## src/rtl/zpu_sdram_sequencer.sv

```systemverilog
// Splits ZPU 8/16/32-bit accesses into 16-bit big-endian SDRAM beats, one beat per granted slot.
// Each beat is issued in the cycle after a grant that arrives while waiting; zpu_busy covers the whole access.
module zpu_sdram_sequencer #(
  parameter int ADDR_WIDTH = 22,
  parameter int RD_LATENCY = 2
) (
  input  logic                  clk,
  input  logic                  reset,
  input  logic [ADDR_WIDTH-1:0] zpu_adrs,
  input  logic [31:0]           zpu_data,
  input  logic                  zpu_read,
  input  logic                  zpu_write,
  input  logic                  zpu_halfword,
  input  logic                  zpu_byte,
  input  logic                  slot_grant,
  input  logic [15:0]           sdram_q,
  output logic                  zpu_busy,
  output logic                  zpu_done,
  output logic [31:0]           zpu_q,
  output logic [ADDR_WIDTH-2:0] mem_addr,
  output logic [15:0]           mem_wdata,
  output logic                  mem_read,
  output logic                  mem_write,
  output logic                  mem_ub,
  output logic                  mem_lb
);

  typedef enum logic [2:0] {IDLE, WAIT_SLOT, ISSUE, WAIT_DATA, DONE} state_t;

  localparam logic [1:0] SZ_BYTE = 2'd0;
  localparam logic [1:0] SZ_HALF = 2'd1;
  localparam logic [1:0] SZ_WORD = 2'd2;
  localparam logic [2:0] LAT     = 3'(RD_LATENCY);

  state_t                state;
  logic [ADDR_WIDTH-2:0] word_adr;
  logic [31:0]           data_r;
  logic [1:0]            size_r;
  logic                  is_rd;
  logic                  odd_r;
  logic                  beat;
  logic [2:0]            lat_cnt;
  logic [15:0]           hi_q;

  logic                  req_ok;
  logic [1:0]            req_sz;
  logic [ADDR_WIDTH-2:0] beat_addr;
  logic [15:0]           beat_wdata;
  logic                  beat_ub;
  logic                  beat_lb;
  logic                  last_beat;
  logic [31:0]           rd_result;

  always_comb begin
    req_ok = 1'b1;
    req_sz = SZ_WORD;
    case ({zpu_read, zpu_write, zpu_halfword, zpu_byte})
      4'b1000, 4'b0100: req_sz = SZ_WORD;
      4'b1010, 4'b0110: req_sz = SZ_HALF;
      4'b1001, 4'b0101: req_sz = SZ_BYTE;
      default:          req_ok = 1'b0;
    endcase
  end

  // A 32-bit access ignores address bit 1; the beat index supplies the low word-address bit.
  always_comb begin
    beat_addr  = word_adr;
    beat_wdata = {data_r[7:0], data_r[7:0]};
    beat_ub    = 1'b1;
    beat_lb    = 1'b1;
    last_beat  = 1'b1;
    rd_result  = {16'b0, sdram_q};
    case (size_r)
      SZ_WORD: begin
        beat_addr  = {word_adr[ADDR_WIDTH-2:1], beat};
        beat_wdata = beat ? data_r[15:0] : data_r[31:16];
        last_beat  = beat;
        rd_result  = {hi_q, sdram_q};
      end
      SZ_HALF: beat_wdata = data_r[15:0];
      default: begin
        beat_ub   = ~odd_r;
        beat_lb   = odd_r;
        rd_result = {24'b0, odd_r ? sdram_q[7:0] : sdram_q[15:8]};
      end
    endcase
  end

  always_ff @(posedge clk) begin
    if (reset) begin
      state     <= IDLE;
      word_adr  <= '0;
      data_r    <= '0;
      size_r    <= SZ_BYTE;
      is_rd     <= 1'b0;
      odd_r     <= 1'b0;
      beat      <= 1'b0;
      lat_cnt   <= '0;
      hi_q      <= '0;
      zpu_busy  <= 1'b0;
      zpu_done  <= 1'b0;
      zpu_q     <= '0;
      mem_addr  <= '0;
      mem_wdata <= '0;
      mem_read  <= 1'b0;
      mem_write <= 1'b0;
      mem_ub    <= 1'b0;
      mem_lb    <= 1'b0;
    end else begin
      mem_read  <= 1'b0;
      mem_write <= 1'b0;
      zpu_done  <= 1'b0;
      case (state)
        IDLE: begin
          if (req_ok) begin
            word_adr <= zpu_adrs[ADDR_WIDTH-1:1];
            odd_r    <= zpu_adrs[0];
            data_r   <= zpu_data;
            size_r   <= req_sz;
            is_rd    <= zpu_read;
            beat     <= 1'b0;
            zpu_busy <= 1'b1;
            state    <= WAIT_SLOT;
          end
        end
        WAIT_SLOT: begin
          if (slot_grant) begin
            mem_addr  <= beat_addr;
            mem_wdata <= beat_wdata;
            mem_ub    <= beat_ub;
            mem_lb    <= beat_lb;
            mem_read  <= is_rd;
            mem_write <= ~is_rd;
            state     <= ISSUE;
          end
        end
        ISSUE: begin
          if (is_rd) begin
            lat_cnt <= 3'd1;
            state   <= WAIT_DATA;
          end else if (last_beat) begin
            zpu_done <= 1'b1;
            zpu_busy <= 1'b0;
            state    <= DONE;
          end else begin
            beat  <= 1'b1;
            state <= WAIT_SLOT;
          end
        end
        WAIT_DATA: begin
          // lat_cnt counts clocks since ISSUE; capture when it reaches the read latency.
          if (lat_cnt == LAT) begin
            if (!last_beat) begin
              hi_q  <= sdram_q;
              beat  <= 1'b1;
              state <= WAIT_SLOT;
            end else begin
              zpu_q    <= rd_result;
              zpu_done <= 1'b1;
              zpu_busy <= 1'b0;
              state    <= DONE;
            end
          end else begin
            lat_cnt <= lat_cnt + 3'd1;
          end
        end
        DONE:    state <= IDLE;
        default: state <= IDLE;
      endcase
    end
  end

endmodule

```

## config.mk

```make
export PLATFORM = sky130hd
export DESIGN_NAME = zpu_sdram_sequencer
export DESIGN_NICKNAME = d
export VERILOG_FILES = /design/src/rtl/zpu_sdram_sequencer.sv
export SDC_FILE = /design/constraint.sdc
export NUM_CORES = 1
export LEC_CHECK = 0
export CAP_MARGIN = 5
export CELL_PAD_IN_SITES_DETAIL_PLACEMENT = 1
export CELL_PAD_IN_SITES_GLOBAL_PLACEMENT = 1
export CORE_MARGIN = 1.5
export CORE_UTILIZATION = 30
export CTS_CLUSTER_SIZE = 25
export DETAILED_ROUTE_END_ITERATION = 16
export PLACE_DENSITY_LB_ADDON = 0.1
export SLEW_MARGIN = 20
export SYNTH_ARGS = -nofsm -noshare
export SYNTH_HDL_FRONTEND = slang
export SYNTH_SLANG_ARGS = --single-unit
```

## constraint.sdc

```tcl
create_clock -name clk -period 4.6 [get_ports clk]
set_input_delay 0.92 -clock clk [delete_from_list [all_inputs] [get_ports clk]]
set_output_delay 0.92 -clock clk [all_outputs]
set_load 0.005 [all_outputs]
```

* Word-level counts from Yosys, hierarchy flattened
Index checks and enable logic that the tools add are counted.
** Word-level totals
- Flip-flop bits (word level) :: 155
- Bits of input ports :: 77
- Output and inout bits :: 75
- Word-level logic and storage cells :: 90
** Operators by class
- $add $sub $neg :: 1
- Equal/unequal tests :: 18
- Muxes and demuxes :: 33
- Bitwise gates (word level) :: 5
- Reduce and logical (&&, ||, !) cells :: 15
** Operator list (count)
- $pmux W32 S2 :: 1
- $pmux W16 S2 :: 1
- $mux W3 :: 7
- $mux W1 :: 16
- $mux W16 :: 1
- $eq A4 B3 Y1 const B :: 3
- $eq A4 B4 Y1 const B :: 3
- $ne A2 B2 Y1 const B :: 6
- $pmux W3 S4 :: 1
- $reduce_and A3 Y1 :: 4
- $eq A3 B2 Y1 const B :: 3
- $mux W8 :: 1
- $pmux W1 S3 :: 2
- $pmux W3 S2 :: 1
- $reduce_or A2 Y1 :: 3
- $reduce_or A6 Y1 :: 1
- $not A1 Y1 :: 5
- $pmux W2 S2 :: 1
- $reduce_and A2 Y1 :: 2
- $reduce_and A4 Y1 :: 1
- $add A3 B1 Y3 const B :: 1
- $eq A3 B1 Y1 const B :: 1
- $logic_not A3 Y1 :: 1
- $reduce_bool A3 Y1 :: 1
- 5 further kinds :: 5

* Logic depth before layout (Yosys ltp)
Gate-level depths: netlist of the first run.
- Depth after elaboration :: 5
- Gate-level depth with buffers :: 8
- Mapped depth without buffers :: 6

* Worst setup path before layout of the first run
No wires, ideal clock.
- Path type :: input port to flip-flop
- Start :: in reset
- End :: reg data_r[0]
- Setup time :: 132 ps
- Data arrival time :: 1805 ps
- Data required time :: 4468 ps
- Setup slack :: 2663 ps
- Stages on the path :: 4
- Path buffers :: 3
- Path through :: clkbuf_1 > clkbuf_1 > clkbuf_1 > a21oi_1
** RTL lines
- from (decl) :: line 8 : input logic reset,
- to (signal assigned) :: line 118 : data_r <= zpu_data;
- to (decl) :: line 37 : logic [31:0] data_r;
No word-level cell between the ends.

* Worst setup path after layout of the first run
- Start :: reg size_r[0]
- End :: reg zpu_q[0]
** On the way
- Longest elaborated chain between the ends :: 3
- Elaborated cells between the ends (all ways) :: 5
- Those cells by class :: eq/ne (2); mux (2); reduce/logical (1)
** Ends and longest elaborated chain
- from (decl) :: line 38 : logic [1:0] size_r;
- from (signal assigned) :: line 119 : size_r <= req_sz;
- $eq A2 B2 Y1 :: line 73 : case (size_r)
- $mux W1 :: line 73
- $reduce_and A3 Y1 (no line)
- to (signal assigned) :: line 158 : zpu_q <= rd_result;
- to (decl) :: line 19 : output logic [31:0] zpu_q,
Parallel ways exist; a longest one is shown, timed or not.
A chain may end at the register's enable or synchronous reset.

==> results.py, run 1 <==
metrics = {
    "outcome": {
        "outcome": "finished, final reports clean",
    },
    "cells_and_area": {
        "mostFrequentLayoutCells": "nand2_1 (226), dfxtp_1 (155), clkdlybuf4s50_1 (150)",
        "final_common_cell": "nand2_1",
        "antenna_cells": 0,
        "final_nets": 937,
        "drive_gt1_share_pct": 5.87,
        "nFillCells": 2345,
        "synthToLayoutAreaGrowth_pct": 35.3,
    },
    "place": {
        "hpwl_mm": 12.6,
        "pre_cts_slack_ns": 1.38,
        "routabilityCongestion": 0.760,
        "port_buffers": 151,
    },
    "floorplanning": {
        "die_area_sq_um": 20900,
        "core_area_sq_um": 19600,
        "die_h_microns": 145,
        "start_util_pct": 30.8,
        "row_count": 51,
        "num_io_pins": 152,
        "die_w_microns": 145,
    },
    "clock_tree": {
        "htreeDepth": 4,
        "insertion_delay_ns": 0.43,
        "cts_tree": "done",
        "path_clk_slew_ns": 0.06,
        "cts_sinks": 155,
        "cts-resized-gates": 0,
        "root_buffer": "clkbuf_16",
        "postCtsSetupRepairBufs": 0,
        "postCtsHoldBufs": 0,
        "ctsLongestPathBuffers": 2,
        "cts_buffers": 17,
    },
    "sta": {
        "tightest_slew_ns": 0.916,
        "hold_viol": 0,
        "clock_skew_ns": 0.0114,
        "setup_viol": 0,
        "finalCriticalPeriod_ns": 2.59,
        "slew-limit-headroom_pct": 38.9,
        "finalSetupTns_ns": 0,
        "hold_ws_ns": 0.451,
        "setup_slack_ns": 2.01,
        "rsz0062_at_grt": "false",
        "slew_viol_final": 0,
        "fin_crit_sh_pct": 56.2,
        "clock.fmax_mhz": 387,
    },
    "power_and_ir_drop": {
        "p_comb_share_pct": 11.9,
        "internal_power_uw": 2320,
        "p_leak_uw": 0.00283,
        "vdd_drop_max_uv": 214,
        "netSwitchingPower_uw": 815,
        "seqPwrFrac_pct": 46.3,
        "powerDensity_nw_per_um2": 385,
        "swShare_pct": 26.0,
        "p_clk_share_pct": 41.7,
    },
    "synth": {
        "syn_area_sq_um": 6030,
        "synth.distinct_cells": 42,
        "yosysWarnings": 0,
        "netlist_instances": 736,
        "synth.yosys.seq_area_share_pct": 51.5,
        "syn_avg_cell_area_sq_um": 8.19,
        "synth_nets": 817,
        "synth-seq-cells": 155,
    },
    "grt": {
        "globalRouteTotalUtil_pct": 18.7,
        "antenna_found_initial": 0,
        "grt_max_degree": 74,
        "grt_pass1_wl_mm": 30.0,
        "grt_pass1_vias": 5845,
        "grt.overflow.total": 0,
    },
    "routing": {
        "drt_iter0_drc": 193,
        "drtPass1Iterations": 4,
        "route.detailed.drc": 0,
        "routed_wl_mm": 18.9,
        "ant_nets": 0,
        "avgRoutedWirePerCell_microns": 16.6,
        "dr_total_vias": 5525,
        "viasPerCell": 4.87,
    },
    "setup_path": {
        "worstPathRequired_ns": 4.90,
        "cp_max_fo": 32,
        "cp.arrival_ns": 2.89,
        "crit_path_end_kind": "flop",
        "crit_type": "flop to flop",
        "start_kind": "flop",
    },
    "min_path": {
        "min_path_type": "flop to flop",
    },
    "job": {
        "timing.max_cap.violations": 0,
    },
}
==> cell families (layout without fill, tap and decap cells) <==
kind of cell | count (synthesis) | after routing | synth area share (%)
adder cells (fa/ha/maj) | 4 | 4 | 0.830
AND/OR/NAND/NOR | 315 | 315 | 22.6
flip-flops | 155 | 155 | 51.5
buffers and inverters | 61 | 194 | 5.69
XOR/XNOR | 2 | 2 | 0.291
AO/OA/AOI/OAI | 198 | 198 | 19.0
multiplexers | 1 | 1 | 0.166
==> sequential cells by signal, indices dropped and copies added, names as in the netlist, 2 cells and up <==
signal and cells:
lat_cnt 3, data_r 32, zpu_q 32, state 3
hi_q 16, mem_addr 21, mem_wdata 16, word_adr 21
size_r 2
==> cell type report <==
cell class                      instances  area, sq um  area share (%)
Timing Repair Buffer                  156         1550            19.1
Clock inverter                         11         97.6            1.20
Tap cell                              265          332            4.07
Clock buffer                           21          450            5.53
Multi-Input combinational cell        520         2590            31.8
Inverter                                6         22.5           0.276
Sequential cell                       155         3100            38.1
==> path summary, 6_finish.rpt <==
kind                                           startpoint                         to  slack, ns  depth (start not counted)
worst max-delay path               size_r[0]$_SDFFE_PP0P_      zpu_q[0]$_SDFFE_PP0N_       2.01                          7
worst min register to register  word_adr[11]$_SDFFE_PP0P_  mem_addr[11]$_SDFFE_PP0P_       0.45                          2
worst min-delay path            word_adr[11]$_SDFFE_PP0P_  mem_addr[11]$_SDFFE_PP0P_       0.45                          2
worst max register to register     size_r[0]$_SDFFE_PP0P_      zpu_q[0]$_SDFFE_PP0N_       2.01                          7
==> cell usage after synthesis <==
master,n,area (sq um)
nand3b_4,1,20.0
a221o_1,1,10.0
clkbuf_2,1,5.00
nor2_1,24,90.1
o21a_1,2,15.0
and3b_1,1,8.76
o21ba_2,1,10.0
a311oi_2,1,15.0
and3_1,4,25.0
a22oi_1,1,7.51
buf_1,1,3.75
o221a_2,1,11.3
inv_2,1,3.75
nor3b_1,1,7.51
buf_6,11,124
nand3_1,27,135
buf_2,15,75.1
nor2b_1,5,31.3
nor3_2,1,10.0
inv_1,5,18.8
nand3_2,2,20.0
mux2i_1,1,10.0
nand2_1,226,848
or2_2,1,6.26
ha_1,4,50.1
nand4_2,1,12.5
nor3_4,2,32.5
a32o_1,1,10.0
clkbuf_1,24,90.1
a311o_1,1,10.0
buf_4,3,22.5
a211oi_1,3,22.5
and4_1,1,8.76
nor3_1,7,35.0
a221oi_1,23,201
dfxtp_1,155,3100
nand2b_1,11,68.8
a2111oi_2,1,15.0
a21oi_1,127,636
a21o_1,2,15.0
xor2_1,2,17.5
o21ai_0,33,165
==> routing by layer <==
layer / global-route usage, % / wire (microns)
met1: 22.4 / 8480
met2: 32.9 / 9420
met3: 4.74 / 758
met4: 5.69 / 221
met5: 0 / 0
==> worst max-delay path: stages, from the launching register on <==
cell and delay [ns]:
dfxtp_1 0.37, inv_1 0.06, ha_1 0.19, buf_4 0.24, nand2b_1 0.32, nand3_2 0.59, a221oi_1 0.58, nor2_1 0.09
==> per-stage QoR <==
step / total power (uW) / instance area, sq um / utilization (%) / instances
detailed placement: 1870 / 7600 / 38.8 / 1102
global placement: 1850 / 7580 / 38.7 / 1101
finish: 3140 / 8150 / 41.6 / 1134
global route: 3270 / 8150 / 41.6 / 1134
CTS: 3190 / 8150 / 41.6 / 1134
floorplan: 1690 / 6030 / - / 736
==> power by group through the flow <==
stage	sequential, uW	combinational [uW]	clock [uW]
after floorplan	1470	218	0
after global placement	1480	371	0
after detailed placement	1480	381	0
after CTS	1460	382	1350
after global routing	1460	418	1390
final	1450	374	1310
Note: power is estimated with default switching activity, not from simulation.
==> run 2, diff against run 1 <==
==> constraint.sdc (replaced) <==
create_clock -name clk -period 2.1 [get_ports clk]
set_input_delay 0.42 -clock clk [delete_from_list [all_inputs] [get_ports clk]]
set_output_delay 0.42 -clock clk [all_outputs]
set_load 0.005 [all_outputs]
==> results.py, run 2 (synthesis gave the netlist of run 1 again) <==
metrics = {
    "place": {
        "placed_cells": 1123,
        "hpwl_mm": 13.4,
        "pre_cts_slack_ns": 0.0124,
        "routabilityCongestion": 0.800,
        "port_buffers": 151,
    },
    "power_and_ir_drop": {
        "total_power_uw": 7010,
        "vdd_drop_max_uv": 575,
        "p_leak_uw": 0.00295,
        "powerDensity_nw_per_um2": 835,
    },
    "routing": {
        "viasPerCell": 4.87,
        "drtPass1Iterations": 4,
        "ant_nets": 0,
        "route.detailed.drc": 0,
        "dr_total_vias": 5626,
        "drt_iter0_drc": 232,
        "routed_wl_mm": 19.2,
        "avgRoutedWirePerCell_microns": 16.6,
    },
    "sta": {
        "fin_crit_sh_pct": 90.3,
        "slew_viol_final": 0,
        "rsz0062_at_grt": "false",
        "finalCriticalPeriod_ns": 1.90,
        "clock_skew_ns": 0.00751,
        "slew-limit-headroom_pct": 63.3,
        "setup_viol": 0,
        "finalSetupTns_ns": 0,
        "setup_slack_ns": 0.203,
        "clock.fmax_mhz": 527,
        "tightest_slew_ns": 0.549,
        "hold_viol": 0,
    },
    "setup_path": {
        "crit_end": "hi_q[5]$_SDFFE_PP0P_",
        "crit_path_end_kind": "flop",
        "ff2ff_setup_slack_ns": 0.20,
        "reg2reg_to": "hi_q[5]$_SDFFE_PP0P_",
        "start_kind": "flop",
        "cp.arrival_ns": 2.19,
        "slowest_stage": "dfxtp_1",
        "cp_max_fo": 16,
        "r2r_cells": 7,
        "cpPeakStageDelay_ns": 0.34,
        "startpoint": "size_r[0]$_SDFFE_PP0P_",
        "path_cells": "inv_1 > ha_1 > nor2b_2 > buf_4 > nand3_2 > nand2_1 > a21oi_1",
        "crit_type": "flop to flop",
        "r2r_start": "size_r[0]$_SDFFE_PP0P_",
        "worstPathRequired_ns": 2.39,
    },
    "clock_tree": {
        "cts_tree": "done",
        "root_buffer": "clkbuf_16",
        "cts_sinks": 155,
        "ctsLongestPathBuffers": 2,
        "path_clk_slew_ns": 0.06,
        "cts_buffers": 17,
        "insertion_delay_ns": 0.43,
        "htreeDepth": 4,
    },
    "min_path": {
        "min_path_type": "input port to flop",
        "hold_path_depth": 2,
    },
    "cells_and_area": {
        "reg_top3": "data_r: 32 flops, zpu_q: 32 flops",
        "antenna_cells": 0,
        "final_cell_count_no_fill": 1155,
        "final_nets": 958,
        "final_util_pct": 42.8,
        "drive_gt1_share_pct": 8.76,
        "synthToLayoutAreaGrowth_pct": 39.3,
        "final_common_cell": "nand2_1",
        "mostFrequentLayoutCells": "nand2_1 (226), dfxtp_1 (155), clkdlybuf4s50_1 (150)",
    },
    "grt": {
        "grt_max_degree": 59,
        "grt_pass1_vias": 5755,
        "grt.overflow.total": 0,
        "antenna_found_initial": 0,
        "grt_pass1_wl_mm": 30.5,
        "globalRouteTotalUtil_pct": 18.9,
    },
    "floorplanning": {
        "num_io_pins": 152,
        "row_count": 51,
        "die_h_microns": 145,
        "die_area_sq_um": 20900,
        "die_w_microns": 145,
        "core_area_sq_um": 19600,
        "start_util_pct": 30.8,
    },
    "outcome": {
        "outcome": "finished, final reports clean",
    },
    "job": {
        "timing.max_cap.violations": 0,
    },
}
==> run 2: cell count changes in the layout (fill, tap and decap cells not counted), sizes merged <==
| cell | previous run | this run |
|---|---|---|
| clkinvlp | 1 | 5 |
| clkinv | 9 | 5 |
| buf | 6 | 27 |
==> run 2: worst max-delay path: cells and delay by family, from the launching register on <==
kind	cells	cell delay (ns)
AO/OA/AOI/OAI	1	0.09
adder cells (fa/ha/maj)	1	0.27
buffers and inverters	2	0.25
flip-flops	1	0.34
AND/OR/NAND/NOR	3	0.80
==> run 2: cell type report <==
| class | count | area, sq um |
|---|---|---|
| Clock buffer | 21 | 460 |
| Clock inverter | 11 | 96.3 |
| Fill cell | 2325 | 11200 |
| Inverter | 6 | 22.5 |
| Multi-Input combinational cell | 520 | 2610 |
| Sequential cell | 155 | 3100 |
| Tap cell | 265 | 332 |
| Timing Repair Buffer | 177 | 1770 |
==> run 2: power by group <==
group          switching (uW)  leakage (uW)  total (uW)  internal (uW)
Combinational             487       0.00143         899            412
Sequential                102       0.00126        3190           3080
Clock                    1240      0.000261        2920           1680
==> run 2: how the worst min path moves through the flow <==
stage / startpoint / endpoint / slack (ns)
finish: reset / data_r[5]$_SDFFE_PP0P_ / 0.43
global route: reset / data_r[16]$_SDFFE_PP0P_ / 0.44
CTS: reset / data_r[30]$_SDFFE_PP0P_ / 0.42
detailed placement: word_adr[4]$_SDFFE_PP0P_ / mem_addr[4]$_SDFFE_PP0P_ / 0.45
global placement: zpu_q[14]$_SDFFE_PP0N_ / zpu_q[14]$_SDFFE_PP0N_ / 0.44
floorplan: word_adr[10]$_SDFFE_PP0P_ / mem_addr[10]$_SDFFE_PP0P_ / 0.43
==> run 2: per-layer routing <==
layer	share of wire [%]	vias up	track usage, %	wire (microns)
li1	-	2767	-	-
met1	45	2729	23.6	8690
met2	49	109	32.1	9450
met3	4.1	21	4.34	791
met4	1.4	0	6.22	278
met5	0	-	0	0
==> run 2: what timing repair did <==
item	4_1_cts	5_1_grt
buffers inserted	0	0
endpoints found under the setup margin	0	23
gates resized for setup	0	6
hold buffers	0	0
==> run 2: metrics by stage <==
step	instance area (sq um)	hold slack (ns)
after floorplan	6030	0.432
after global placement	7810	0.439
after detailed placement	7810	0.448
after CTS	8370	0.417
after global routing	8390	0.436
final	8390	0.432
==> run 3, diff against run 2 <==
--- a/config.mk
+++ b/config.mk
@@ -6,13 +6,15 @@
 export NUM_CORES = 1
 export LEC_CHECK = 0
 export CAP_MARGIN = 5
-export CELL_PAD_IN_SITES_DETAIL_PLACEMENT = 1
+export CELL_PAD_IN_SITES_DETAIL_PLACEMENT = 0
 export CELL_PAD_IN_SITES_GLOBAL_PLACEMENT = 1
 export CORE_MARGIN = 1.5
 export CORE_UTILIZATION = 30
 export CTS_CLUSTER_SIZE = 25
 export DETAILED_ROUTE_END_ITERATION = 16
+export HOLD_SLACK_MARGIN = 0.03
 export PLACE_DENSITY_LB_ADDON = 0.1
+export SKIP_CTS_REPAIR_TIMING = 1
 export SLEW_MARGIN = 20
 export SYNTH_ARGS = -nofsm -noshare
 export SYNTH_HDL_FRONTEND = slang
==> results.py, run 3 (synthesis gave the netlist of run 1 again) <==
metrics = {
    "grt": {
        "globalRouteTotalUtil_pct": 17.3,
        "antenna_found_initial": 0,
        "grt_pass1_wl_mm": 27.7,
        "grt_pass1_vias": 5293,
        "grt.overflow.total": 0,
        "grt_max_degree": 59,
    },
    "outcome": {
        "outcome": "finished, final reports clean",
    },
    "power_and_ir_drop": {
        "internal_power_uw": 5430,
        "swShare_pct": 24.5,
        "powerDensity_nw_per_um2": 853,
        "total_power_uw": 7180,
        "seqPwrFrac_pct": 44.3,
        "p_comb_share_pct": 12.3,
        "p_clk_share_pct": 43.4,
        "vdd_drop_max_uv": 591,
        "p_leak_uw": 0.00299,
        "netSwitchingPower_uw": 1760,
    },
    "cells_and_area": {
        "reg_top3": "data_r: 32 flops, zpu_q: 32 flops",
        "final_util_pct": 43.0,
        "final_common_cell": "nand2_1",
        "antenna_cells": 0,
        "postLayoutCellArea_sq_um": 8420,
        "final_nets": 958,
        "synthToLayoutAreaGrowth_pct": 39.8,
        "final_cell_count_no_fill": 1155,
        "drive_gt1_share_pct": 8.54,
        "mostFrequentLayoutCells": "nand2_1 (226), dfxtp_1 (155), clkdlybuf4s50_1 (150)",
    },
    "setup_path": {
        "cp.arrival_ns": 2.29,
        "reg2reg_to": "zpu_q[0]$_SDFFE_PP0N_",
        "r2r_cells": 6,
        "cp_max_fo": 8,
        "crit_path_end_kind": "flop",
        "r2r_start": "size_r[0]$_SDFFE_PP0P_",
        "ff2ff_setup_slack_ns": 0.1,
        "worstPathRequired_ns": 2.39,
        "start_kind": "flop",
        "crit_type": "flop to flop",
    },
    "sta": {
        "rsz0062_at_grt": "false",
        "clock.fmax_mhz": 499,
        "slew_viol_final": 0,
        "tightest_slew_ns": 0.579,
        "clock_skew_ns": 0.00853,
        "setup_viol": 0,
        "slew-limit-headroom_pct": 61.3,
        "setup_slack_ns": 0.0973,
        "fin_crit_sh_pct": 95.4,
        "finalCriticalPeriod_ns": 2.00,
        "hold_viol": 0,
    },
    "routing": {
        "drt_iter0_drc": 264,
        "ant_nets": 0,
        "drtPass1Iterations": 4,
        "avgRoutedWirePerCell_microns": 15.3,
        "routed_wl_mm": 17.7,
        "route.detailed.drc": 0,
        "viasPerCell": 4.76,
        "dr_total_vias": 5493,
    },
    "floorplanning": {
        "die_w_microns": 145,
        "die_h_microns": 145,
        "die_area_sq_um": 20900,
        "start_util_pct": 30.8,
        "core_area_sq_um": 19600,
        "num_io_pins": 152,
        "row_count": 51,
    },
    "clock_tree": {
        "root_buffer": "clkbuf_16",
        "ctsLongestPathBuffers": 2,
        "cts_sinks": 155,
        "cts_tree": "done",
        "insertion_delay_ns": 0.41,
        "cts_buffers": 17,
        "htreeDepth": 4,
        "path_clk_slew_ns": 0.06,
    },
    "min_path": {
        "hp-start": "reset",
        "hold_path_depth": 2,
        "min_path_type": "input port to flop",
        "hold_end": "beat$_SDFFE_PP0P_",
    },
    "place": {
        "routabilityCongestion": 0.800,
        "placed_cells": 1123,
        "pre_cts_slack_ns": -0.00429,
        "placedInstanceArea_sq_um": 7810,
        "port_buffers": 151,
        "hpwl_mm": 12.3,
    },
    "job": {
        "timing.max_cap.violations": 0,
    },
}
[run 3: cell count changes in the layout (fill, tap and decap cells not counted), sizes merged]
cell      change
bufinv        +2
clkinvlp      -4
clkinv        +2
[run 3: cell type report]
cell class                 instances  area (sq um)
tap                              265           332
timing repair buffer             177          1770
fill                            1981         11200
multi-input combinational        520          2600
sequential                       155          3100
clock buffer                      21           460
inverter                           6          22.5
clock inverter                    11           144
[run 3: metal layers]
metal / track usage [%] / wire length (microns) / vias up
li1: - / - / 2768
met1: 23.0 / 8330 / 2567
met2: 27.7 / 8380 / 141
met3: 4.08 / 774 / 17
met4: 5.21 / 201 / 0
met5: 0 / 0 / -
[run 3: metrics by stage]
stage                     hold WS, ns  setup TNS (ns)
after floorplan                 0.432               0
after global placement          0.439               0
after detailed placement        0.442        -0.00429
after CTS                       0.403               0
after global routing            0.422               0
final                           0.426               0
[run 3: power groups by stage]
stage	Sequential, uW	Clock (uW)	Combinational (uW)
after CTS	3180	3210	897
after detailed placement	3250	0	892
final	3180	3120	884
after global routing	3200	3340	978
after global placement	3250	0	882
after floorplan	3220	0	477
[run 3: worst max-delay path: stages (launching register included)]
cell and delay (ns):
dfxtp_1 0.38, inv_1 0.06, ha_1 0.41, o21ba_2 0.22
a21o_1 0.28, a221oi_1 0.44, nor2_1 0.09
[run 3: how the worst max path moves through the flow]
stage          depth (start not counted)                   endpoint  slack, ns                   start
2_1_floorplan                          8      zpu_q[0]$_SDFFE_PP0N_       0.40  size_r[0]$_SDFFE_PP0P_
3_3_place_gp                           6         odd_r$_SDFFE_PP0P_       0.11                zpu_read
3_5_place_dp                           6    data_r[20]$_SDFFE_PP0P_     -0.004                zpu_read
4_1_cts                                7      hi_q[11]$_SDFFE_PP0P_       0.09  size_r[0]$_SDFFE_PP0P_
5_1_grt                                7  mem_wdata[9]$_SDFFE_PP0P_       0.01  size_r[0]$_SDFFE_PP0P_
6_report                               6      zpu_q[0]$_SDFFE_PP0N_        0.1  size_r[0]$_SDFFE_PP0P_
